[config.mk]
export PLATFORM = sky130hd
export DESIGN_NAME = keypad_scanner
export DESIGN_NICKNAME = d
export VERILOG_FILES = /design/src/rtl/keypad_pkg.sv /design/src/rtl/keypad_debounce.sv /design/src/rtl/keypad_scanner.sv
export SDC_FILE = /design/constraint.sdc
export NUM_CORES = 1
export LEC_CHECK = 0
export ABC_AREA = 1
export BUFFER_PORTS_ARGS = -buffer_cell sky130_fd_sc_hd__buf_2
export CAP_MARGIN = 20
export CORE_MARGIN = 5
export CORE_UTILIZATION = 55
export CTS_BUF_LIST = sky130_fd_sc_hd__clkbuf_4
export CTS_CLUSTER_SIZE = 28
export DETAILED_ROUTE_END_ITERATION = 6
export PLACE_DENSITY = 0.77
export SYNTH_ARGS = -nofsm -noshare
export SYNTH_HDL_FRONTEND = slang
export SYNTH_HIERARCHICAL = 1
export SYNTH_SLANG_ARGS = --single-unit
[constraint.sdc]
create_clock -name clock -period 1.95 [get_ports clock]
set_input_delay 0.585 -clock clock [delete_from_list [all_inputs] [get_ports clock]]
set_output_delay 0.585 -clock clock [all_outputs]
set_load 0.03 [all_outputs]
[src/rtl/keypad_pkg.sv]
`default_nettype none
// +----------------------------------------------------------------------------+
// | keypad_pkg: shared types, constants and helpers for the 4x4 keypad scanner |
// | Rev 1.0 - initial release                                                  |
// +----------------------------------------------------------------------------+
package keypad_pkg;

    localparam int KEYPAD_ROWS = 4;
    localparam int KEYPAD_COLS = 4;
    localparam int KEYPAD_KEYS = KEYPAD_ROWS * KEYPAD_COLS;

    typedef logic [3:0]             key_idx_t;
    typedef logic [KEYPAD_KEYS-1:0] key_vec_t;

    localparam logic [KEYPAD_ROWS-1:0] ROW_IDLE_INIT = 4'b1110;

    typedef enum logic [0:0] {
        ST_SETTLE = 1'b0,
        ST_SAMPLE = 1'b1
    } row_state_t;

    // Scanning downward leaves the lowest set index as the final winner.
    function automatic key_idx_t lowest_set(input key_vec_t v);
        key_idx_t idx;
        idx = '0;
        for (int i = KEYPAD_KEYS - 1; i >= 0; i--) begin
            if (v[i]) begin
                idx = key_idx_t'(i);
            end
        end
        return idx;
    endfunction

    function automatic logic [4:0] count_ones(input key_vec_t v);
        logic [4:0] cnt;
        cnt = '0;
        for (int i = 0; i < KEYPAD_KEYS; i++) begin
            cnt = cnt + {4'b0000, v[i]};
        end
        return cnt;
    endfunction

endpackage : keypad_pkg
`default_nettype wire

[src/rtl/keypad_debounce.sv]
`default_nettype none
// +----------------------------------------------------------------------------+
// | keypad_debounce: scan-to-scan debounce, release detect and event holding   |
// | Optional: KEYPAD_GHOST_REJECT_EN ignores candidates with more than 2 keys. |
// | Rev 1.0 - initial release                                                  |
// +----------------------------------------------------------------------------+
module keypad_debounce
    import keypad_pkg::*;
#(
    parameter int DEBOUNCE_SCANS = 4
) (
    input  logic     clock,
    input  logic     reset,
    input  logic     scan_done,
    input  key_vec_t snapshot,
    output key_vec_t keys,
    output logic     event_valid,
    output key_idx_t event_key,
    input  logic     event_ready
);

    localparam logic [7:0] c_stable_max = 8'(DEBOUNCE_SCANS - 1);

    logic [7:0] r_stable;
    key_vec_t   r_last_raw;
    key_vec_t   r_keys;
    logic       r_ev_valid;
    key_idx_t   r_ev_key;

    logic       w_equal;
    logic [7:0] w_stable_next;
    logic       w_accept;
    logic       w_update;
    key_vec_t   w_release;

`ifdef KEYPAD_GHOST_REJECT_EN
    assign w_accept = (count_ones(snapshot) <= 5'd2);
`else
    assign w_accept = 1'b1;
`endif

    always_comb begin
        w_equal = (snapshot == r_last_raw);
        if (!w_equal) begin
            w_stable_next = '0;
        end else if (r_stable == c_stable_max) begin
            w_stable_next = r_stable;
        end else begin
            w_stable_next = r_stable + 8'd1;
        end
        w_update  = scan_done && (w_stable_next == c_stable_max) && w_accept;
        w_release = r_keys & ~snapshot;
    end

    // A pending ack takes priority: any release landing on that edge is lost.
    always_ff @(posedge clock) begin
        if (reset) begin
            r_stable   <= '0;
            r_last_raw <= '0;
            r_keys     <= '0;
            r_ev_valid <= 1'b0;
            r_ev_key   <= '0;
        end else begin
            if (scan_done) begin
                r_stable <= w_stable_next;
                if (!w_equal) begin
                    r_last_raw <= snapshot;
                end
            end
            if (w_update) begin
                r_keys <= snapshot;
            end
            if (r_ev_valid && event_ready) begin
                r_ev_valid <= 1'b0;
            end else if (!r_ev_valid && w_update && (w_release != '0)) begin
                r_ev_valid <= 1'b1;
                r_ev_key   <= lowest_set(w_release);
            end
        end
    end

    assign keys        = r_keys;
    assign event_valid = r_ev_valid;
    assign event_key   = r_ev_key;

endmodule : keypad_debounce
`default_nettype wire

[src/rtl/keypad_scanner.sv]
`default_nettype none
// +----------------------------------------------------------------------------+
// | keypad_scanner: 4x4 active-low matrix scanner with debounced key output    |
// | Optional: KEYPAD_GHOST_REJECT_EN (handled in keypad_debounce).             |
// | Rev 1.0 - initial release                                                  |
// +----------------------------------------------------------------------------+
module keypad_scanner
    import keypad_pkg::*;
#(
    parameter int SETTLE_CYCLES  = 1200,
    parameter int DEBOUNCE_SCANS = 4
) (
    input  logic        clock,
    input  logic        reset,
    output logic [3:0]  keypad_row,
    input  logic [3:0]  keypad_column,
    output logic [15:0] keys,
    output logic        event_valid,
    output logic [3:0]  event_key,
    input  logic        event_ready
);

    localparam logic [15:0] c_settle_last = 16'(SETTLE_CYCLES - 1);

    row_state_t  r_state;
    logic [15:0] r_count;
    logic [3:0]  r_row;
    logic [1:0]  r_row_idx;
    key_vec_t    r_raw;
    logic        r_scan_done;

    // r_scan_done is high in the cycle right after the row-3 sample.
    always_ff @(posedge clock) begin
        if (reset) begin
            r_state     <= ST_SETTLE;
            r_count     <= '0;
            r_row       <= ROW_IDLE_INIT;
            r_row_idx   <= '0;
            r_raw       <= '0;
            r_scan_done <= 1'b0;
        end else begin
            r_scan_done <= 1'b0;
            case (r_state)
                ST_SETTLE: begin
                    if (r_count == c_settle_last) begin
                        r_state <= ST_SAMPLE;
                    end else begin
                        r_count <= r_count + 16'd1;
                    end
                end
                ST_SAMPLE: begin
                    r_raw[{r_row_idx, 2'b00} +: KEYPAD_COLS] <= ~keypad_column;
                    r_row       <= {r_row[2:0], r_row[3]};
                    r_row_idx   <= r_row_idx + 2'd1;
                    r_count     <= '0;
                    r_state     <= ST_SETTLE;
                    r_scan_done <= (r_row_idx == 2'd3);
                end
                default: begin
                    r_state <= ST_SETTLE;
                end
            endcase
        end
    end

    assign keypad_row = r_row;

    keypad_debounce #(
        .DEBOUNCE_SCANS (DEBOUNCE_SCANS)
    ) u_debounce (
        .clock       (clock),
        .reset       (reset),
        .scan_done   (r_scan_done),
        .snapshot    (r_raw),
        .keys        (keys),
        .event_valid (event_valid),
        .event_key   (event_key),
        .event_ready (event_ready)
    );

endmodule : keypad_scanner
`default_nettype wire

; Yosys cells after proc, flatten, opt, wreduce, memory -nomap -nowiden
; Cells that the tools add are included.
[word_totals]
reg_bits = 85
latchBits = 0
ramBits = 0
romBits = 0
output_inout_bits = 25
word_cells = 62
mem_count = 0
[op_classes]
add_sub_neg = 4
n_mul = 0
div_mod_pow = 0
magnitude_cmp = 0
n_eq_ne = 6
shift = 2
n_mux = 23
bitwise = 6
reduce_logical = 10
[op_table]
columns = operator, count
row1 = 4-bit two-way mux, 16
row2 = 16-bit case mux with 2 select lines, 1
row3 = "16-bit by 1-bit adder with 16-bit output, second input constant", 1
row4 = 16-bit AND, 1
row5 = 16-bit bitwise mux, 1
row6 = "16-bit by 11-bit equality test with 1-bit output, second input constant", 1
row7 = 16-bit equality test, 1
row8 = "8-bit by 2-bit equality test with 1-bit output, second input constant", 2
row9 = 16-bit two-way mux, 1
row10 = 8-bit two-way mux, 2
row11 = 16-bit inverter, 1
row12 = 16-bit nonzero test, 1
row13 = "4-bit by 6-bit variable shift with 16-bit output, first input constant", 1
row14 = 4-bit by 6-bit indexed part select with 16-bit output, 1
row15 = "8-bit by 1-bit adder with 8-bit output, second input constant", 1
row16 = 4-bit negation with 6-bit output, 1
row17 = 1-bit logical AND, 4
row18 = 4-bit inverter, 1
row19 = 2-bit AND reduction, 2
row20 = 2-bit OR reduction, 2
row21 = 1-bit inverter, 3
row22 = "2-bit by 1-bit adder with 2-bit output, second input constant", 1
row23 = "2-bit equality test, second input constant", 1
row24 = "2-bit inequality test, second input constant", 1
row25 = 3 further kinds, 3

; Longest topological paths before layout
; Gate-level depths: netlist (run 1).
[depth]
depth_word = 18
depth_mapped = 18

; Modules after synthesis
; The synthesis (run 1) kept the hierarchy.
[by_module_without_submodules]
columns = module, n_inst, cells_per_inst, area_per_inst_um2, seq_area_each_um2
row1 = keypad_debounce, 1, 338, 2424.8, 900.9
row2 = keypad_scanner, 1, 279, 1895.6, 800.8

; Least setup slack after synthesis (run 1)
; No wires, ideal clock.
[synth_timing]
path_kind = register -> register
startpoint = reg u_debounce.r_stable[0]
endpoint = reg u_debounce.r_ev_key[2], in the netlist u_debounce/event_key[2]
setup_ps = 110
arrival_time_ps = 1776
t_required_ps = 1840
slack_ps = 64
path_stages_with_launch = 17
path_buffers = 0
synth_period_minus_slack_ps = 1886
path_cell_list = dfxtp_1 -> ha_1 -> nand2_2 -> nor2_4 -> nand2_2 -> nand2_1 -> nand2_1 -> nor2_1 -> nand3_1 -> nor2_2 -> nand3_2 -> nor2_4 -> o21ai_2 -> inv_2 -> nand2_1 -> nand2_1 -> nor2_1
[synth_via]
elab_chain_len = 8
word_cells_on_any_way = 9
classes_between = add/sub: 1 / eq/ne: 2 / mux: 2 / reduce/logical: 4
[synth_lines]
columns = item, line_no
row1 = start: declaration, keypad_debounce.sv:24  ; logic [7:0] r_stable;
row2 = start signal: assignment, keypad_debounce.sv:65  ; r_stable <= w_stable_next;
row3 = 8-bit by 1-bit adder with 8-bit output / 8-bit by 2-bit equality test with 1-bit output (equally long branches), "keypad_debounce.sv:49, keypad_debounce.sv:46"
row4 = 8-bit two-way mux *, keypad_debounce.sv:46  ; end else if (r_stable == c_stable_max) begin
row5 = 8-bit two-way mux *, keypad_debounce.sv:44  ; if (!w_equal) begin
row6 = 8-bit by 2-bit equality test with 1-bit output *, keypad_debounce.sv:51  ; w_update = scan_done && (w_stable_next == c_stable_max) && w_accept;
row7 = 1-bit logical AND *, keypad_debounce.sv:51
row8 = 1-bit logical AND * (2 in series), keypad_debounce.sv:75  ; end else if (!r_ev_valid && w_update && (w_release != '0)) begin
row9 = 2-bit AND reduction (no source line) *, n/a
row10 = end signal: assignment, keypad_debounce.sv:77  ; r_ev_key <= lowest_set(w_release);
row11 = end: declaration, keypad_debounce.sv:28  ; key_idx_t r_ev_key;
; Every way passes the cells marked *; elsewhere a longest branch is shown, timed or not.
; A chain may end at the register's enable or synchronous reset.

; Final worst setup path (run 1)
[layout_timing]
startpoint = reg r_raw[6]
endpoint = reg u_debounce.r_keys[2], in the netlist u_debounce/keys[2]
[layout_via]
elab_chain_len = 4
[layout_lines]
columns = item, line_no
row1 = start: declaration, keypad_scanner.sv:29  ; key_vec_t r_raw;
row2 = start signal: indexed assignment, keypad_scanner.sv:52  ; r_raw[{r_row_idx, 2'b00} +: KEYPAD_COLS] <= ~keypad_column;
row3 = 16-bit equality test, keypad_debounce.sv:43  ; w_equal = (snapshot == r_last_raw);
row4 = 8-bit two-way mux, keypad_debounce.sv:44
row5 = 8-bit by 2-bit equality test with 1-bit output, keypad_debounce.sv:51
row6 = 1-bit logical AND, keypad_debounce.sv:51
row7 = end signal: assignment, keypad_debounce.sv:71  ; r_keys <= snapshot;
row8 = end: declaration, keypad_debounce.sv:26  ; key_vec_t r_keys;
; Every way passes these cells.

==> impl_metrics.tcl, run 1 <==
set metrics [dict create \
    clk_pin_slew_ns 0.15 \
    viasPerCell 5.18 \
    placed_cells 760 \
    critPathTopFamily "simple AND/OR/NAND/NOR gates" \
    slew_violations 0 \
    start_util_pct 56.2 \
    setup_viol 0 \
    tightest_slew_ns 0.425 \
    fmax_mhz 515 \
    placeableCoreArea_sq_um 7690 \
    wl_mm 10.0 \
    timing.rr.start "r_raw[6]$_SDFFE_PP0P_" \
    nNetsFinal 688 \
    power.leakage_nw 2.25 \
    dpl.hpwl_mm 7.20 \
    io-pin-count 32 \
    track_usage_pct 20.7 \
    cap_violations 0 \
    drive_gt1_share_pct 23.2 \
    num_rows 32 \
    grt_pass1_wl_mm 16.9 \
    wl_per_cell_microns 12.8 \
    cp_common_cell "nand2_1" \
    ys_types 38 \
    async_reset_ff_share_pct 0 \
    hold_path.startpoint "event_ready" \
    worst_slack_ns 0.00858 \
    overflow 0 \
    path_class "flip-flop to flip-flop" \
    postCtsHoldBufs 0 \
    grt_pass1_vias 3734 \
    place.gp.congestion 0.974 \
    drc 0 \
    firstDrtPassIters 5 \
    cts_root_buf "clkbuf_4" \
    synth-main-ff-cell "dfxtp_1" \
    cp_data_arrival_time_ns 2.30 \
    fin_crit_ns 1.94 \
    grt_max_degree 41 \
    place_ws_ns -0.0546 \
    clock_skew_ns 0.0185 \
    drtIter0Drc 182 \
    path_cells "xnor2_1 -> nand2_1 -> nor2_1 -> nand2_1 -> nor2_4 -> o211ai_1 -> nand2_1 -> nor2_4 -> buf_12 -> buf_12 -> o21ai_1 -> a21oi_2" \
    ant_nets 0 \
    power_density_nw_per_um2 564 \
    die_w_microns 98.6 \
    antenna_cells 0 \
    cts.sinks 85 \
    syn2layout_area_growth_pct 18.2 \
    avgSynthCellArea_sq_um 7.00 \
    finalHoldViolations 0 \
    htree_num_levels 3 \
    die_h_microns 98.6 \
    crit_buf_inv 2 \
    ys_ff_latch 85 \
    antenna_found_initial 0 \
    die_area_sq_um 9730 \
    max_stage_delay_ns 0.41 \
    io_buffers 31 \
    peakVddDrop_v 0.000504 \
    required_ns 2.31 \
    yosys_warnings 6 \
    crit_slowest_cell "dfxtp_1" \
    max_slew_margin_pct 71.4 \
    cts_buffers 9 \
    dr_total_vias 4042 \
    synthCells 617 \
    cp_max_fo 10 \
    cp-end-kind "flip-flop" \
    synth-edff-count 0 \
    status "completed" \
    fin_cells 780 \
    startpoint "r_raw[6]$_SDFFE_PP0P_" \
    timing.final.crit_share_pct 99.6 \
    synth_fp_nets 632 \
    cts_buffer_depth 2 \
    hold_path.class "input pin to flip-flop" \
    start_kind "flip-flop" \
    rsz0062_at_grt "true" \
    netlist_area_sq_um 4320 \
    cts_tree "done" \
    insertion_delay_ns 0.44 \
    yosysSeqAreaShare_pct 39.4 \
    fillCellCount 685 \
]
==> cell usage after synthesis, types with 2 or more instances <==
cell type / n / area share, %
o211ai_1: 2 / 0.35
xor2_1: 13 / 2.6
a22oi_1: 3 / 0.52
ha_1: 8 / 2.3
inv_2: 7 / 0.61
nor2_1: 65 / 5.6
a31oi_1: 2 / 0.29
o22ai_1: 2 / 0.29
nand2_2: 2 / 0.29
buf_2: 4 / 0.46
dfxtp_1: 85 / 39
a21oi_2: 13 / 2.6
clkbuf_1: 9 / 0.78
nor2_4: 2 / 0.52
o21ai_0: 34 / 3.9
nor3_2: 2 / 0.46
inv_1: 77 / 6.7
o21ai_1: 13 / 1.5
o21ai_2: 3 / 0.61
nand3_1: 24 / 2.8
nand2_1: 140 / 12
nand4_1: 7 / 1.0
xnor2_1: 14 / 2.8
a211oi_1: 4 / 0.70
buf_6: 2 / 0.52
a21oi_1: 58 / 6.7
nor3_1: 9 / 1.0
nor2_2: 3 / 0.43
==> cells by family after synthesis <==
group                      Yosys count  synth area share (%)
and+or+nand+nor                    259                  25.4
buffers and inverters              101                  9.33
AOI/OAI and AO/OA                  137                  18.1
adders and majority gates            8                  2.32
DFF                                 85                  39.4
xor gates and xnor gates            27                  5.47
==> metrics by stage <==
step           area (sq um)  total power (W)  TNS [ns]  hold slack (ns)  util, %
4_1_cts                4980          0.00290         0            0.353     64.8
3_3_place_gp           4740          0.00185         0            0.453     61.7
3_5_place_dp           4740          0.00185    -0.378            0.460     61.7
5_1_grt                5110          0.00302     -1.29            0.351     66.4
2_1_floorplan          4320          0.00182         0            0.464        -
6_report               5110          0.00288         0            0.375     66.4
==> power by group <==
part / internal [W] / switching (W)
sequential: 0.00174 / 0.00000487
clock: 0.000408 / 0.000660
combinational: 0.0000238 / 0.0000458
total: 0.00217 / 0.000711
==> worst min-delay path, delay by kind of cell <==
kind | cells | cell delay, ns
AO/OA/AOI/OAI | 1 | 0.06
buffers and inverters | 2 | 0.10
AND/OR/NAND/NOR | 1 | 0.05
==> layout make-up <==
class / instances / area (sq um) / share of cell area, %
tap: 102 / 128 / 2.50
multi-input combinational: 431 / 2360 / 46.3
sequential: 85 / 1720 / 33.7
inverter: 85 / 319 / 6.25
timing repair buffer: 61 / 425 / 8.33
clock inverter: 7 / 82.6 / 1.62
clock buffer: 9 / 67.6 / 1.32
==> per-layer routing <==
layer,routed length (microns),track usage (%),vias to the layer above
met5,0,0,-
met4,166,5.99,0
met3,521,4.95,19
met2,4600,33.2,103
met1,4730,27.8,1821
li1,-,-,2099
==> cell usage in the layout, fill, tap and decap left out, types with 3 or more instances in the layout <==
cell type	netlist	layout
o21ai_2	3	12
dfxtp_1	85	70
a21oi_1	58	54
nand2_1	140	134
buf_12	0	3
nand2_2	2	8
inv_1	77	75
a22oi_1	3	3
a21oi_2	13	15
inv_2	7	9
o21ai_1	13	6
buf_4	1	25
xnor2_1	14	12
nand3_1	24	23
a211oi_1	4	4
xor2_1	13	13
nand4_1	7	7
o21ai_0	34	30
nor2_1	65	62
dfxtp_2	0	14
nor3_1	9	9
clkbuf_4	0	9
nor2_2	3	5
ha_1	8	7
buf_2	4	31
nor2_4	2	3
==> path summary, 6_finish.rpt <==
path / end / slack [ns] / cells after the start
max: u_debounce/keys[2]$_SDFFE_PP0N_ / 0.009 / 12
min: u_debounce/event_valid$_SDFFE_PP0P_ / 0.37 / 4
max reg2reg: u_debounce/keys[2]$_SDFFE_PP0N_ / 0.009 / 12
min reg2reg: u_debounce/event_key[3]$_SDFFE_PP0P_ / 0.49 / 2
==> what timing repair did <==
| action | in CTS | in global routing |
|---|---|---|
| setup endpoints to repair | 19 | 26 |
| cloned | 1 | 0 |
| setup buffers | 2 | 3 |
| resized for setup | 11 | 48 |
| pin swaps | 1 | 18 |
==> sequential cells by signal, indices dropped and copies added, names as in the netlist <==
signal and cells:
u_debounce/event_key 4, keypad_row 4, u_debounce/r_stable 8, r_state 1
u_debounce/r_last_raw 16, r_row_idx 2, r_count 16, r_scan_done 1
u_debounce/event_valid 1, r_raw 16, u_debounce/keys 16
(Power assumes the default switching activity.)
==> inputs of run 2 (changes only) <==
--- a/config.mk
+++ b/config.mk
@@ -14,7 +14,7 @@
 export CTS_CLUSTER_SIZE = 28
 export DETAILED_ROUTE_END_ITERATION = 6
 export PLACE_DENSITY = 0.77
+export SLEW_MARGIN = 10
 export SYNTH_ARGS = -nofsm -noshare
 export SYNTH_HDL_FRONTEND = slang
-export SYNTH_HIERARCHICAL = 1
 export SYNTH_SLANG_ARGS = --single-unit
==> impl_metrics.tcl, run 2 <==
set metrics [dict create \
    hold_slack_ns 0.359 \
    grt_pass1_wl_mm 16.1 \
    antenna_cells 0 \
    drtIter0Drc 224 \
    grt_max_degree 41 \
    synth-main-ff-cell "dfxtp_1" \
    wl_per_cell_microns 14.0 \
    timing.rr.start "u_debounce.r_stable[1]$_SDFFE_PP0P_" \
    cts.sinks 85 \
    switching_share_pct 21.6 \
    insertion_delay_ns 0.45 \
    slew_violations 0 \
    start_kind "flip-flop" \
    die_area_sq_um 9110 \
    die_w_microns 95.4 \
    nNetsFinal 621 \
    hold_path.class "input pin to flip-flop" \
    overflow 0 \
    syn2layout_area_growth_pct 23.2 \
    cts_buffers 9 \
    viasPerCell 5.37 \
    violations "negative setup slack" \
    post-route-util_pct 69.0 \
    place_ws_ns -0.0908 \
    netlist_area_sq_um 4020 \
    placeableCoreArea_sq_um 7180 \
    r2r_cells 11 \
    synthCells 543 \
    drc 0 \
    dr_total_vias 3804 \
    synth_area_leaders "dfxtp_1 (42%), nand2_1 (7.7%), nor2_1 (6.8%)" \
    hold_depth 4 \
    place.gp.congestion 0.894 \
    fmax_mhz 503 \
    wl_mm 9.90 \
    peakVddDrop_v 0.000414 \
    yosysMostFrequentCell "dfxtp_1" \
    synth_fp_nets 558 \
    timing.rr.end "u_debounce.keys[14]$_SDFFE_PP0N_" \
    pwr-share-clk_pct 41.4 \
    cp_max_fo 5 \
    io_buffers 31 \
    tightest_slew_ns 0.400 \
    grt_pass1_vias 3500 \
    start_util_pct 56.0 \
    switchingPower_w 0.000671 \
    avgSynthCellArea_sq_um 7.39 \
    yosys-top-cells-count "dfxtp_1 (85), nand2_1 (82), nor2_1 (73)" \
    worst_slack_ns -0.0391 \
    postCtsHoldBufs 0 \
    setup_viol 3 \
    async_reset_ff_share_pct 0 \
    power.leakage_nw 2.12 \
    power_density_nw_per_um2 627 \
    required_ns 2.32 \
    layout_common_cells "nand2_1 (81), dfxtp_1 (68), nor2_1 (66)" \
    yosysSeqAreaShare_pct 42.4 \
    layout_commonest_cell "nand2_1" \
    finalHoldViolations 0 \
    timing.final.crit_share_pct 102 \
    ys_ff_latch 85 \
    holdPathEnd "u_debounce.event_valid$_SDFFE_PP0P_" \
    p_int_w 0.00243 \
    cts_tree "done" \
    path_class "flip-flop to flip-flop" \
    max_slew_margin_pct 73.1 \
    firstDrtPassIters 7 \
    ys_types 41 \
    clk_pin_slew_ns 0.16 \
    yosysTopAreaCellShare_pct 42.4 \
    cts_buffer_depth 2 \
    final_cell_area_sq_um 4950 \
    cts_root_buf "clkbuf_4" \
    antenna_found_initial 0 \
    fin_crit_ns 1.99 \
    p_seq_share_pct 56.3 \
    cap_violations 0 \
    postPlaceCellArea_sq_um 4460 \
    status "complete, but fails checks" \
    htree_num_levels 3 \
    cp_data_arrival_time_ns 2.36 \
    rsz0062_at_grt "true" \
    yosys_warnings 0 \
    synth-edff-count 0 \
    die_h_microns 95.4 \
    yosysTopAreaCell "dfxtp_1" \
    dpl.hpwl_mm 6.88 \
    num_rows 31 \
    hold_path.startpoint "event_ready" \
    cp-end-kind "flip-flop" \
    drive_gt1_share_pct 25.9 \
    clock_skew_ns 0.0262 \
    io-pin-count 32 \
    track_usage_pct 22.5 \
    timing.reg2reg.setup_slack_ns -0.04 \
    pwr-share-comb_pct 2.2 \
    ant_nets 0 \
]
==> run 2: layer usage <==
layer | share of wire, % | routed length, microns | track usage, %
met1 | 45 | 4420 | 29.3
met2 | 47 | 4700 | 37.0
met3 | 6.3 | 624 | 4.03
met4 | 1.6 | 159 | 8.77
met5 | 0 | 0 | 0
==> run 2: worst max path at each step <==
stage,startpoint,endpoint,cells after the start
floorplan,u_debounce.r_stable[0]$_SDFFE_PP0P_,u_debounce.keys[15]$_SDFFE_PP0N_,12
global route,r_raw[9]$_SDFFE_PP0P_,u_debounce.keys[14]$_SDFFE_PP0N_,12
finish,u_debounce.r_stable[1]$_SDFFE_PP0P_,u_debounce.keys[14]$_SDFFE_PP0N_,11
CTS,u_debounce.r_stable[0]$_SDFFE_PP0P_,u_debounce.keys[13]$_SDFFE_PP0N_,12
global placement,r_raw[6]$_SDFFE_PP0P_,u_debounce.keys[5]$_SDFFE_PP0N_,13
detailed placement,u_debounce.r_stable[1]$_SDFFE_PP0P_,u_debounce.keys[2]$_SDFFE_PP0N_,11
==> run 2: through the flow <==
step                std cells  total power, W  TNS [ns]
floorplan                 543         0.00183         0
global placement          688         0.00185         0
detailed placement        688         0.00185     -1.05
finish                    709         0.00310   -0.0453
CTS                       705         0.00312         0
global route              709         0.00320     -1.73
==> run 2: cell type report <==
class                   instances  area [sq um]
well taps                      99           124
fillers                       592          2230
repair buffers                 63           423
clock buffers                  10          75.1
multi-input cells             377          2220
clock inverters                 5           109
flip-flops and latches         85          1730
inverters                      70           273
==> run 2: kinds of logic (layout without fill, tap and decap cells) <==
family / Yosys count / in the layout / share of synthesized area, %
AO/OA/AOI/OAI: 120 / 120 / 16.5
XOR/XNOR: 21 / 21 / 4.58
adder cells (fa/ha/maj): 8 / 8 / 2.49
buffers and inverters: 84 / 148 / 8.35
flip-flops: 85 / 85 / 42.4
AND/OR/NAND/NOR: 225 / 228 / 25.7
==> run 2: worst max-delay path, cell delays in order (launching register included) <==
cell,delay [ns]
dfxtp_2,0.38
ha_4,0.15
nor3b_4,0.21
nand4_4,0.16
o21ai_2,0.18
nand2_2,0.09
nor2_4,0.13
nand4_4,0.13
nor2_4,0.21
buf_6,0.14
nor2_1,0.05
nor2_1,0.10
==> run 2: repair_timing <==
action                     4_1_cts  5_1_grt
hold endpoints to repair         0        0
pin swaps                        5       24
resized for setup               19       55
cloned                           1        2
setup endpoints to repair       20       34
buffers inserted                 1        2
==> run 2: power by group through the flow <==
stage,clock [W],sequential [W],combinational [W]
floorplan,0,0.00178,0.0000418
global placement,0,0.00179,0.0000651
detailed placement,0,0.00179,0.0000665
CTS,0.00130,0.00175,0.0000677
global route,0.00138,0.00175,0.0000782
finish,0.00129,0.00175,0.0000694
